==> src/rtl/cvxif_pau_q.sv <==
// cvxif_pau_q: CV-X-IF offload front end for an external posit arithmetic unit.
// In-order slot queue with commit/kill tracking and a start/done engine handshake.
module cvxif_pau_q #(
  parameter int XLEN     = 32,
  parameter int ID_W     = 4,
  parameter int DEPTH    = 4,
  parameter int MIN_WAIT = 2
) (
  input  logic            clk,
  input  logic            rst_n,
  input  logic            issue_valid,
  output logic            issue_ready,
  input  logic [31:0]     issue_instr,
  input  logic [ID_W-1:0] issue_id,
  output logic            issue_accept,
  output logic            issue_writeback,
  output logic [1:0]      issue_register_read,
  input  logic            register_valid,
  output logic            register_ready,
  input  logic [ID_W-1:0] register_id,
  input  logic [XLEN-1:0] register_rs0,
  input  logic [XLEN-1:0] register_rs1,
  input  logic [1:0]      register_rs_valid,
  input  logic            commit_valid,
  input  logic [ID_W-1:0] commit_id,
  input  logic            commit_kill,
  output logic            result_valid,
  input  logic            result_ready,
  output logic [ID_W-1:0] result_id,
  output logic [4:0]      result_rd,
  output logic [XLEN-1:0] result_data,
  output logic            pau_start,
  output logic [2:0]      pau_op,
  output logic [XLEN-1:0] pau_a,
  output logic [XLEN-1:0] pau_b,
  input  logic            pau_done,
  input  logic [XLEN-1:0] pau_result
);

  localparam int PW = (DEPTH > 1) ? $clog2(DEPTH) : 1;
  localparam int CW = $clog2(DEPTH + 1);
  localparam int MW = $clog2(MIN_WAIT + 1) + 1;
  localparam logic [CW-1:0] FULL_CNT = CW'(DEPTH);
  localparam logic [MW-1:0] WAIT_CNT = MW'(MIN_WAIT);

  typedef enum logic [1:0] {
    ST_IDLE = 2'd0,
    ST_RUN  = 2'd1,
    ST_HOLD = 2'd2
  } state_t;

  state_t          state_r;
  logic [MW-1:0]   cnt_r;

  logic [DEPTH-1:0] slot_valid_r;
  logic [DEPTH-1:0] slot_ops_r;
  logic [DEPTH-1:0] slot_cmt_r;
  logic [DEPTH-1:0] slot_kill_r;
  logic [ID_W-1:0]  slot_id_r [DEPTH];
  logic [2:0]       slot_op_r [DEPTH];
  logic [4:0]       slot_rd_r [DEPTH];
  logic [XLEN-1:0]  slot_a_r  [DEPTH];
  logic [XLEN-1:0]  slot_b_r  [DEPTH];

  logic [PW-1:0]    wr_ptr_r;
  logic [PW-1:0]    rd_ptr_r;
  logic [CW-1:0]    count_r;

  logic             match_s;
  logic             alloc_s;
  logic             free_s;
  logic             launch_s;
  logic             done_ok_s;
  logic             head_valid_s;
  logic             head_ops_s;
  logic             head_cmt_s;
  logic             head_kill_s;
  logic [DEPTH-1:0] kill_hit_s;
  logic [DEPTH-1:0] cmt_hit_s;
  logic [DEPTH-1:0] ops_hit_s;
  logic             unused_s;

  // funct3 in 000..011 means bit 14 clear
  assign match_s = (issue_instr[6:0] == 7'b1111011) &&
                   (issue_instr[31:25] == 7'b0000000) &&
                   (issue_instr[14] == 1'b0);
  assign unused_s = ^issue_instr[24:15];

  assign issue_ready         = (count_r != FULL_CNT);
  assign alloc_s             = issue_valid & issue_ready & match_s;
  assign issue_accept        = alloc_s;
  assign issue_writeback     = alloc_s;
  assign issue_register_read = {2{alloc_s}};
  assign register_ready      = 1'b1;

  assign head_valid_s = slot_valid_r[rd_ptr_r];
  assign head_ops_s   = slot_ops_r[rd_ptr_r];
  assign head_cmt_s   = slot_cmt_r[rd_ptr_r];
  assign head_kill_s  = slot_kill_r[rd_ptr_r];
  assign done_ok_s    = pau_done & (cnt_r >= WAIT_CNT);
  assign launch_s     = (state_r == ST_IDLE) & head_valid_s & head_ops_s & ~head_kill_s;

  // Per-slot commit, kill and operand match; a kill in the same cycle blocks operand capture
  always_comb begin
    kill_hit_s = '0;
    cmt_hit_s  = '0;
    ops_hit_s  = '0;
    for (int i = 0; i < DEPTH; i++) begin
      kill_hit_s[i] = commit_valid & commit_kill & slot_valid_r[i] & ~slot_cmt_r[i] &
                      (slot_id_r[i] == commit_id);
      cmt_hit_s[i]  = commit_valid & ~commit_kill & slot_valid_r[i] & ~slot_kill_r[i] &
                      (slot_id_r[i] == commit_id);
      ops_hit_s[i]  = register_valid & (register_rs_valid == 2'b11) & slot_valid_r[i] &
                      ~slot_ops_r[i] & ~slot_kill_r[i] & ~kill_hit_s[i] &
                      (slot_id_r[i] == register_id);
    end
  end

  // Head retirement: killed heads drop out, finished heads leave on the result handshake
  always_comb begin
    free_s = 1'b0;
    case (state_r)
      ST_IDLE: free_s = head_valid_s & head_kill_s;
      ST_RUN:  free_s = head_valid_s & done_ok_s & head_kill_s;
      ST_HOLD: begin
        if (result_valid) begin
          free_s = result_ready;
        end else begin
          free_s = head_kill_s;
        end
      end
      default: free_s = 1'b0;
    endcase
  end

  // Slot storage and status flags
  always_ff @(posedge clk or negedge rst_n) begin
    if (!rst_n) begin
      slot_valid_r <= '0;
      slot_ops_r   <= '0;
      slot_cmt_r   <= '0;
      slot_kill_r  <= '0;
      for (int i = 0; i < DEPTH; i++) begin
        slot_id_r[i] <= '0;
        slot_op_r[i] <= 3'd0;
        slot_rd_r[i] <= 5'd0;
        slot_a_r[i]  <= '0;
        slot_b_r[i]  <= '0;
      end
    end else begin
      for (int i = 0; i < DEPTH; i++) begin
        if (kill_hit_s[i]) begin
          slot_kill_r[i] <= 1'b1;
        end
        if (cmt_hit_s[i]) begin
          slot_cmt_r[i] <= 1'b1;
        end
        if (ops_hit_s[i]) begin
          slot_ops_r[i] <= 1'b1;
          slot_a_r[i]   <= register_rs0;
          slot_b_r[i]   <= register_rs1;
        end
      end
      if (free_s) begin
        slot_valid_r[rd_ptr_r] <= 1'b0;
      end
      if (alloc_s) begin
        slot_valid_r[wr_ptr_r] <= 1'b1;
        slot_ops_r[wr_ptr_r]   <= 1'b0;
        slot_cmt_r[wr_ptr_r]   <= 1'b0;
        slot_kill_r[wr_ptr_r]  <= 1'b0;
        slot_id_r[wr_ptr_r]    <= issue_id;
        slot_op_r[wr_ptr_r]    <= issue_instr[14:12];
        slot_rd_r[wr_ptr_r]    <= issue_instr[11:7];
      end
    end
  end

  // Ring pointers and occupancy; allocate and free in one cycle leave the count unchanged
  always_ff @(posedge clk or negedge rst_n) begin
    if (!rst_n) begin
      wr_ptr_r <= '0;
      rd_ptr_r <= '0;
      count_r  <= '0;
    end else begin
      if (alloc_s) begin
        wr_ptr_r <= wr_ptr_r + PW'(1);
      end
      if (free_s) begin
        rd_ptr_r <= rd_ptr_r + PW'(1);
      end
      case ({alloc_s, free_s})
        2'b10:   count_r <= count_r + CW'(1);
        2'b01:   count_r <= count_r - CW'(1);
        default: count_r <= count_r;
      endcase
    end
  end

  // Engine sequencer with registered engine and result outputs
  always_ff @(posedge clk or negedge rst_n) begin
    if (!rst_n) begin
      state_r      <= ST_IDLE;
      cnt_r        <= '0;
      pau_start    <= 1'b0;
      pau_op       <= 3'd0;
      pau_a        <= '0;
      pau_b        <= '0;
      result_valid <= 1'b0;
      result_id    <= '0;
      result_rd    <= 5'd0;
      result_data  <= '0;
    end else begin
      case (state_r)
        ST_IDLE: begin
          if (launch_s) begin
            state_r   <= ST_RUN;
            cnt_r     <= '0;
            pau_start <= 1'b1;
            pau_op    <= slot_op_r[rd_ptr_r];
            pau_a     <= slot_a_r[rd_ptr_r];
            pau_b     <= slot_b_r[rd_ptr_r];
          end
        end
        ST_RUN: begin
          if (done_ok_s) begin
            pau_start <= 1'b0;
            if (head_kill_s) begin
              state_r <= ST_IDLE;
            end else begin
              state_r      <= ST_HOLD;
              result_data  <= pau_result;
              result_id    <= slot_id_r[rd_ptr_r];
              result_rd    <= slot_rd_r[rd_ptr_r];
              result_valid <= head_cmt_s;
            end
          end else if (cnt_r < WAIT_CNT) begin
            cnt_r <= cnt_r + MW'(1);
          end
        end
        ST_HOLD: begin
          if (result_valid) begin
            if (result_ready) begin
              result_valid <= 1'b0;
              state_r      <= ST_IDLE;
            end
          end else if (head_kill_s) begin
            state_r <= ST_IDLE;
          end else if (head_cmt_s) begin
            result_valid <= 1'b1;
          end
        end
        default: state_r <= ST_IDLE;
      endcase
    end
  end

endmodule

==> config.mk <==
export PLATFORM = sky130hd
export DESIGN_NAME = cvxif_pau_q
export DESIGN_NICKNAME = d
export VERILOG_FILES = /design/src/rtl/cvxif_pau_q.sv
export SDC_FILE = /design/constraint.sdc
export NUM_CORES = 1
export LEC_CHECK = 0
export CORE_MARGIN = 2
export CORE_UTILIZATION = 60
export CTS_CLUSTER_DIAMETER = 60
export DETAILED_ROUTE_END_ITERATION = 7
export DONT_BUFFER_PORTS = 1
export PLACE_DENSITY = 0.84
export SYNTH_ARGS = -nofsm -noshare
export SYNTH_HDL_FRONTEND = slang
export SYNTH_SLANG_ARGS = --single-unit
==> constraint.sdc <==
create_clock -name clk -period 3.04 [get_ports clk]
set_input_delay 0.76 -clock clk [delete_from_list [all_inputs] [get_ports clk]]
set_output_delay 0.76 -clock clk [all_outputs]
set_load 0.02 [all_outputs]
==> results of run 1 <==
[critical path: cells and delay by family, from the launching register on]
| kind | cells | cell delay [ps] |
|---|---|---|
| XOR/XNOR | 2 | 300 |
| adder cells (fa/ha/maj) | 2 | 630 |
| flip-flops | 1 | 490 |
| multiplexers | 1 | 610 |
| AND/OR/NAND/NOR | 3 | 600 |
[sequential cells by signal, summed over array words and instances, names as in the netlist, 12 cells and up]
signal,cells
pau_b,32
slot_id_r,16
slot_b_r,128
slot_op_r,12
slot_rd_r,20
result_data,32
pau_a,32
slot_a_r,128
[synthesized netlist by cell type, types with 5 or more instances]
library cell    n
dfrtp_1       442
mux2_2        343
mux4_2         79
mux2_1         67
buf_4          21
xnor2_1        19
nand2_1        18
xor2_1         18
buf_2          17
buf_6          17
inv_1          13
clkbuf_1       11
ha_1           11
nor2_1          9
nor4b_1         7
o21a_1          7
o21ai_0         7
and2_1          5
[layer usage]
| metal | global-route usage (%) | vias to the layer above | part of all wire [%] |
|---|---|---|---|
| met4 | 5.57 | 2 | 2.1 |
| met1 | 29.3 | 5262 | 41 |
| li1 | - | 4275 | - |
| met3 | 6.71 | 64 | 7.6 |
| met2 | 38.5 | 286 | 50 |
| met5 | 0 | - | 0.035 |
[layout make-up]
cell class | instances | share of cell area, %
flip-flops and latches | 442 | 52.7
multi-input cells | 649 | 36.3
clock buffers | 69 | 6.36
well taps | 402 | 2.39
repair buffers | 19 | 1.33
clock inverters | 10 | 0.744
inverters | 14 | 0.250
[stage by stage]
stage                     total power (W)  instance area, sq um  utilization, %  hold WS [ps]  setup slack, ps
after floorplan                   0.00622                 19200               -           441              169
after global routing               0.0120                 21000            66.6         -88.1              163
after global placement            0.00624                 19500            61.9           455              277
after CTS                          0.0118                 21000            66.6         -80.7              217
after detailed placement          0.00624                 19500            61.9           469              233
final                              0.0117                 21000            66.6         -58.5              324
[report_power, final]
group	internal [W]	total (W)	leakage [nW]	switching, W
sequential	0.00593	0.00601	6.10	0.0000837
clock	0.00335	0.00552	0.731	0.00216
combinational	0.0000715	0.000128	3.61	0.0000561
total	0.00935	0.0117	10.4	0.00230
[cells by family (layout without fill, tap and decap cells)]
family,Yosys count,in the layout
multiplexers,491,491
buffers and inverters,82,112
flip-flops,442,442
XOR/XNOR,37,37
adder cells (fa/ha/maj),12,12
AND/OR/NAND/NOR,81,81
other,1,1
AO/OA/AOI/OAI,27,27
[worst max path at each step]
stage	start	to	slack [ps]	cells after the start
floorplan	issue_instr[30]	count_r[2]$_DFFE_PN0P_	170	10
global placement	cnt_r[0]$_DFFE_PN0P_	count_r[2]$_DFFE_PN0P_	280	11
detailed placement	cnt_r[0]$_DFFE_PN0P_	count_r[2]$_DFFE_PN0P_	230	11
CTS	cnt_r[0]$_DFFE_PN0P_	count_r[2]$_DFFE_PN0P_	220	11
global route	rd_ptr_r[0]$_DFFE_PN0N_	count_r[2]$_DFFE_PN0P_	160	8
finish	rd_ptr_r[0]$_DFFE_PN0N_	count_r[2]$_DFFE_PN0P_	320	8
[what timing repair did]
item                                    4_1_cts  5_1_grt
hold endpoints to repair                    442      413
buffers inserted                              0        0
endpoints found under the setup margin        0        1
gates resized for setup                       0        1
==> metrics.txt, run 1 <==
area taken by multi-input logic gates 7620 sq um; post-synthesis sequential area ratio 57.6%; drt total wl 37100 um; TNS Setup 0 ps; Synth cell types 51; worst r2r src rd_ptr_r[0]$_DFFE_PN0N_; grt ovf 0; vias 9889; Max Fclk 368 MHz; Worst path slowest cell mux4_2; Setup-failing EPs final 0; Pleak 10.4 nW; syn_nets 1335; crit path kind flip-flop to flip-flop; IO buf count 0; Max-slew headroom 37.8%; Critical Path AT 3170 ps; area leader, netlist dfrtp_1; H-Tree Depth 2; Routed WL per cell 23.1 um; DR vias/cell 6.16; #FFs+latches synth 442; post-synthesis mux area share 33.4%; Max-Cap Viols 0; die width 183 um; Die Footprint 33400 sq um; largest net degree at the start of global routing 443; clk buf depth 3; Reg2Reg Depth 8; Detailed Routing Iterations Pass 1 4; Critical Path RT 3490 ps; DP Cell Count 1526; period utilization 89.3%; area fraction of the dominant cell type after synthesis 57.6%; RR Endpoint count_r[2]$_DFFE_PN0P_; worst slew pin tran 932 ps; Post-Synth Adder-Cell Area 0.822%; core area 31600 sq um; share of flip-flops with an asynchronous set or reset 100%; clk slew on worst S/H paths 60 ps; RePlAce Congestion 0.846; Synth area leaders dfrtp_1 58%, mux2_2 20%, mux4_2 9.3%; die height 183 um; Post-synth EDFFs 0; Area Overhead vs Synth 9.56%; Non-Filler Instances 1605; Starting Density 60.8%; CTS tree built; Final min period 2720 ps; layout cell share with drive strength beyond 1 43.4%; commonest register cell after synthesis dfrtp_1; Residual DRC 0; cell area power density 554 nW/um^2; I/O pin cnt 266; RSZ-0062 raised after global routing false; Ys Warns 0; initial antenna violation count 1; Synth Area in XOR/XNOR 1.69%; Synth Area in Simple Gates 2.65%; type of the tightest min-delay check input port to asynchronous set/reset pin; clock latency at the later pin of the worst-skew pair 530 ps; startpoint types flip-flop; clk sink count 442; main combinational cell family by area after synthesis multiplexers; CP Capture Type flip-flop; Final HPWL DP 22900 um; Synth Area in Compound Gates 0.933%; max-slew violations 0; status finished, violations left; DR iter-0 viols 546; worst-path cell chain mux4_2 > or2_1 > nor2b_4 > ha_1 > fa_1 > xnor2_1 > nor2_1 > xor2_1; violated checks hold timing; first-pass GRT wire length 59800 um; root buffer cell clkbuf_16; CP peak stage delay 610 ps; leading cell type in the layout, fill and taps excluded dfrtp_1; setup skew after layout 19.0 ps; Avg Cell Area, Syn 16.4 sq um; most frequent cells in the layout 440 x dfrtp_1, 343 x mux2_2, 79 x mux4_2; VDD IR max 0.000506 V; ANT cells 0; Max FO, Critical Path 6; Reg area 11100 sq um; final-stage net count 1332; total CTS buffers 44; remaining antenna violation count after routing 0; num rows 65; Final Hold Slack -58.5 ps; Total GRT Usage 22.8%; vias in the first global route 10885; # fillers 2145; reg2reg setup slack 320 ps; Final Hold Vio Count 50; Mapped Cells 1173; synthesized area 19200 sq um
Note: power is estimated with default switching activity, not from simulation.
==> inputs of run 2 (changes only) <==
- CORE_MARGIN: 2 -> 4
==> run 2 against run 1 <==
The run still ends with hold timing left. Fmax decreased by 4.6%. Clock power shrank 0.7%. Register-to-register slack worse by 130 ps. Combinational power is essentially flat. Cell count is 0.37% higher. Worst hold slack worse by 13 ps. Critical path depth increased by 3. Clock skew shrank 2.2 ps. Power is 0.33% lower. Non-clock buffer count increased by 3.
==> metrics.txt, run 2 (synthesized netlist as in run 1, its figures left out) <==
VDD IR max 0.000477 V; leading cell type in the layout, fill and taps excluded dfrtp_1; Max Fclk 351 MHz; Gates resized, CTS repair 0; vias in the first global route 11151; grt ovf 0; Top Registers slot_a_r (128), slot_b_r (128); num rows 65; Die Footprint 34900 sq um; violated checks hold timing; status finished, violations left; DP Cell Count 1529; final-stage net count 1336; cell area power density 552 nW/um^2; Detailed Routing Iterations Pass 1 4; TNS Setup 0 ps; Final min period 2850 ps; RePlAce Congestion 0.816; utilization after layout 66.7%; Final HPWL DP 23700 um; type of the tightest min-delay check input port to asynchronous set/reset pin; Setup-failing EPs final 0; Final Hold Vio Count 86; first-pass GRT wire length 61400 um; vias 10006; most frequent cells in the layout 440 x dfrtp_1, 343 x mux2_2, 79 x mux4_2; clk sink count 442; clk slew on worst S/H paths 60 ps; Starting Density 60.8%; Critical Path RT 3490 ps; post-CTS setup buffer count 0; core area 31600 sq um; max-slew violations 0; crit path kind flip-flop to flip-flop; Routed WL per cell 23.4 um; die width 187 um; clk buf depth 3; setup skew after layout 16.7 ps; Critical Path AT 3290 ps; Pleak 10.5 nW; Non-Filler Instances 1611; root buffer cell clkbuf_16; CTS tree built; IO buf count 0; CP Capture Type flip-flop; # fillers 2123; Total GRT Usage 21.7%; Area Overhead vs Synth 9.75%; DR vias/cell 6.21; drt total wl 37700 um; Max FO, Critical Path 5; Final Hold Slack -71.3 ps; worst slew pin tran 873 ps; period utilization 93.6%; Residual DRC 0; startpoint types flip-flop; ANT cells 0; RSZ-0062 raised after global routing false; DR iter-0 viols 576; Max-slew headroom 41.8%; H-Tree Depth 2; total CTS buffers 45; clock latency at the later pin of the worst-skew pair 530 ps; I/O pin cnt 266; layout cell share with drive strength beyond 1 43.4%; Max-Cap Viols 0; initial antenna violation count 0; die height 187 um; Pwr Total 0.0116 W; largest net degree at the start of global routing 443; remaining antenna violation count after routing 0
## run 2: metal layers
| layer | share of wire (%) | vias to the layer above | track usage [%] |
|---|---|---|---|
| met4 | 1.9 | 0 | 5.18 |
| met5 | 0 | - | 0 |
| li1 | - | 4321 | - |
| met2 | 50 | 271 | 36.6 |
| met3 | 7.0 | 55 | 6.23 |
| met1 | 41 | 5359 | 28.2 |
## run 2: layout make-up
cell class	count	area, sq um	share of cell area [%]
sequential	442	11100	52.6
multi-input combinational	649	7620	36.2
clock buffer	73	1390	6.62
tap	402	503	2.39
timing repair buffer	22	315	1.50
clock inverter	9	105	0.499
inverter	14	52.6	0.250
## run 2: metrics by stage
step | setup slack [ps] | instance area [sq um]
global placement | 286 | 19600
detailed placement | 225 | 19600
CTS | 232 | 21100
finish | 194 | 21100
global route | 3.93 | 21100
floorplan | 169 | 19200
## run 2: critical path: stages (launching register included)
cell	delay [ps]
dfrtp_1	390
inv_1	60
ha_1	190
o31ai_1	300
nand2_1	170
a22oi_1	490
nor2b_4	110
ha_1	260
fa_1	380
xnor2_1	130
nor2_1	120
xor2_1	160
## run 2: path summary, 6_finish.rpt
check / from / endpoint / slack, ps / cells after the start
setup / recovery: cnt_r[0]$_DFFE_PN0P_ / count_r[2]$_DFFE_PN0P_ / 190 / 11
hold / removal: rst_n / slot_a_r[83]$_DFFE_PN0P_ / -70 / 0
setup reg to reg: cnt_r[0]$_DFFE_PN0P_ / count_r[2]$_DFFE_PN0P_ / 190 / 11
hold reg to reg: count_r[2]$_DFFE_PN0P_ / count_r[2]$_DFFE_PN0P_ / 470 / 1
max in group asynchronous: rst_n / slot_rd_r[6]$_DFFE_PN0P_ / 2560 / 0
min in group clk: register_rs1[20] / slot_b_r[116]$_DFFE_PN0P_ / 370 / 1
## run 2: power by group
part	leakage, nW	internal (W)	switching, W
combinational	3.63	0.0000719	0.0000553
sequential	6.10	0.00593	0.0000826
clock	0.735	0.00330	0.00218
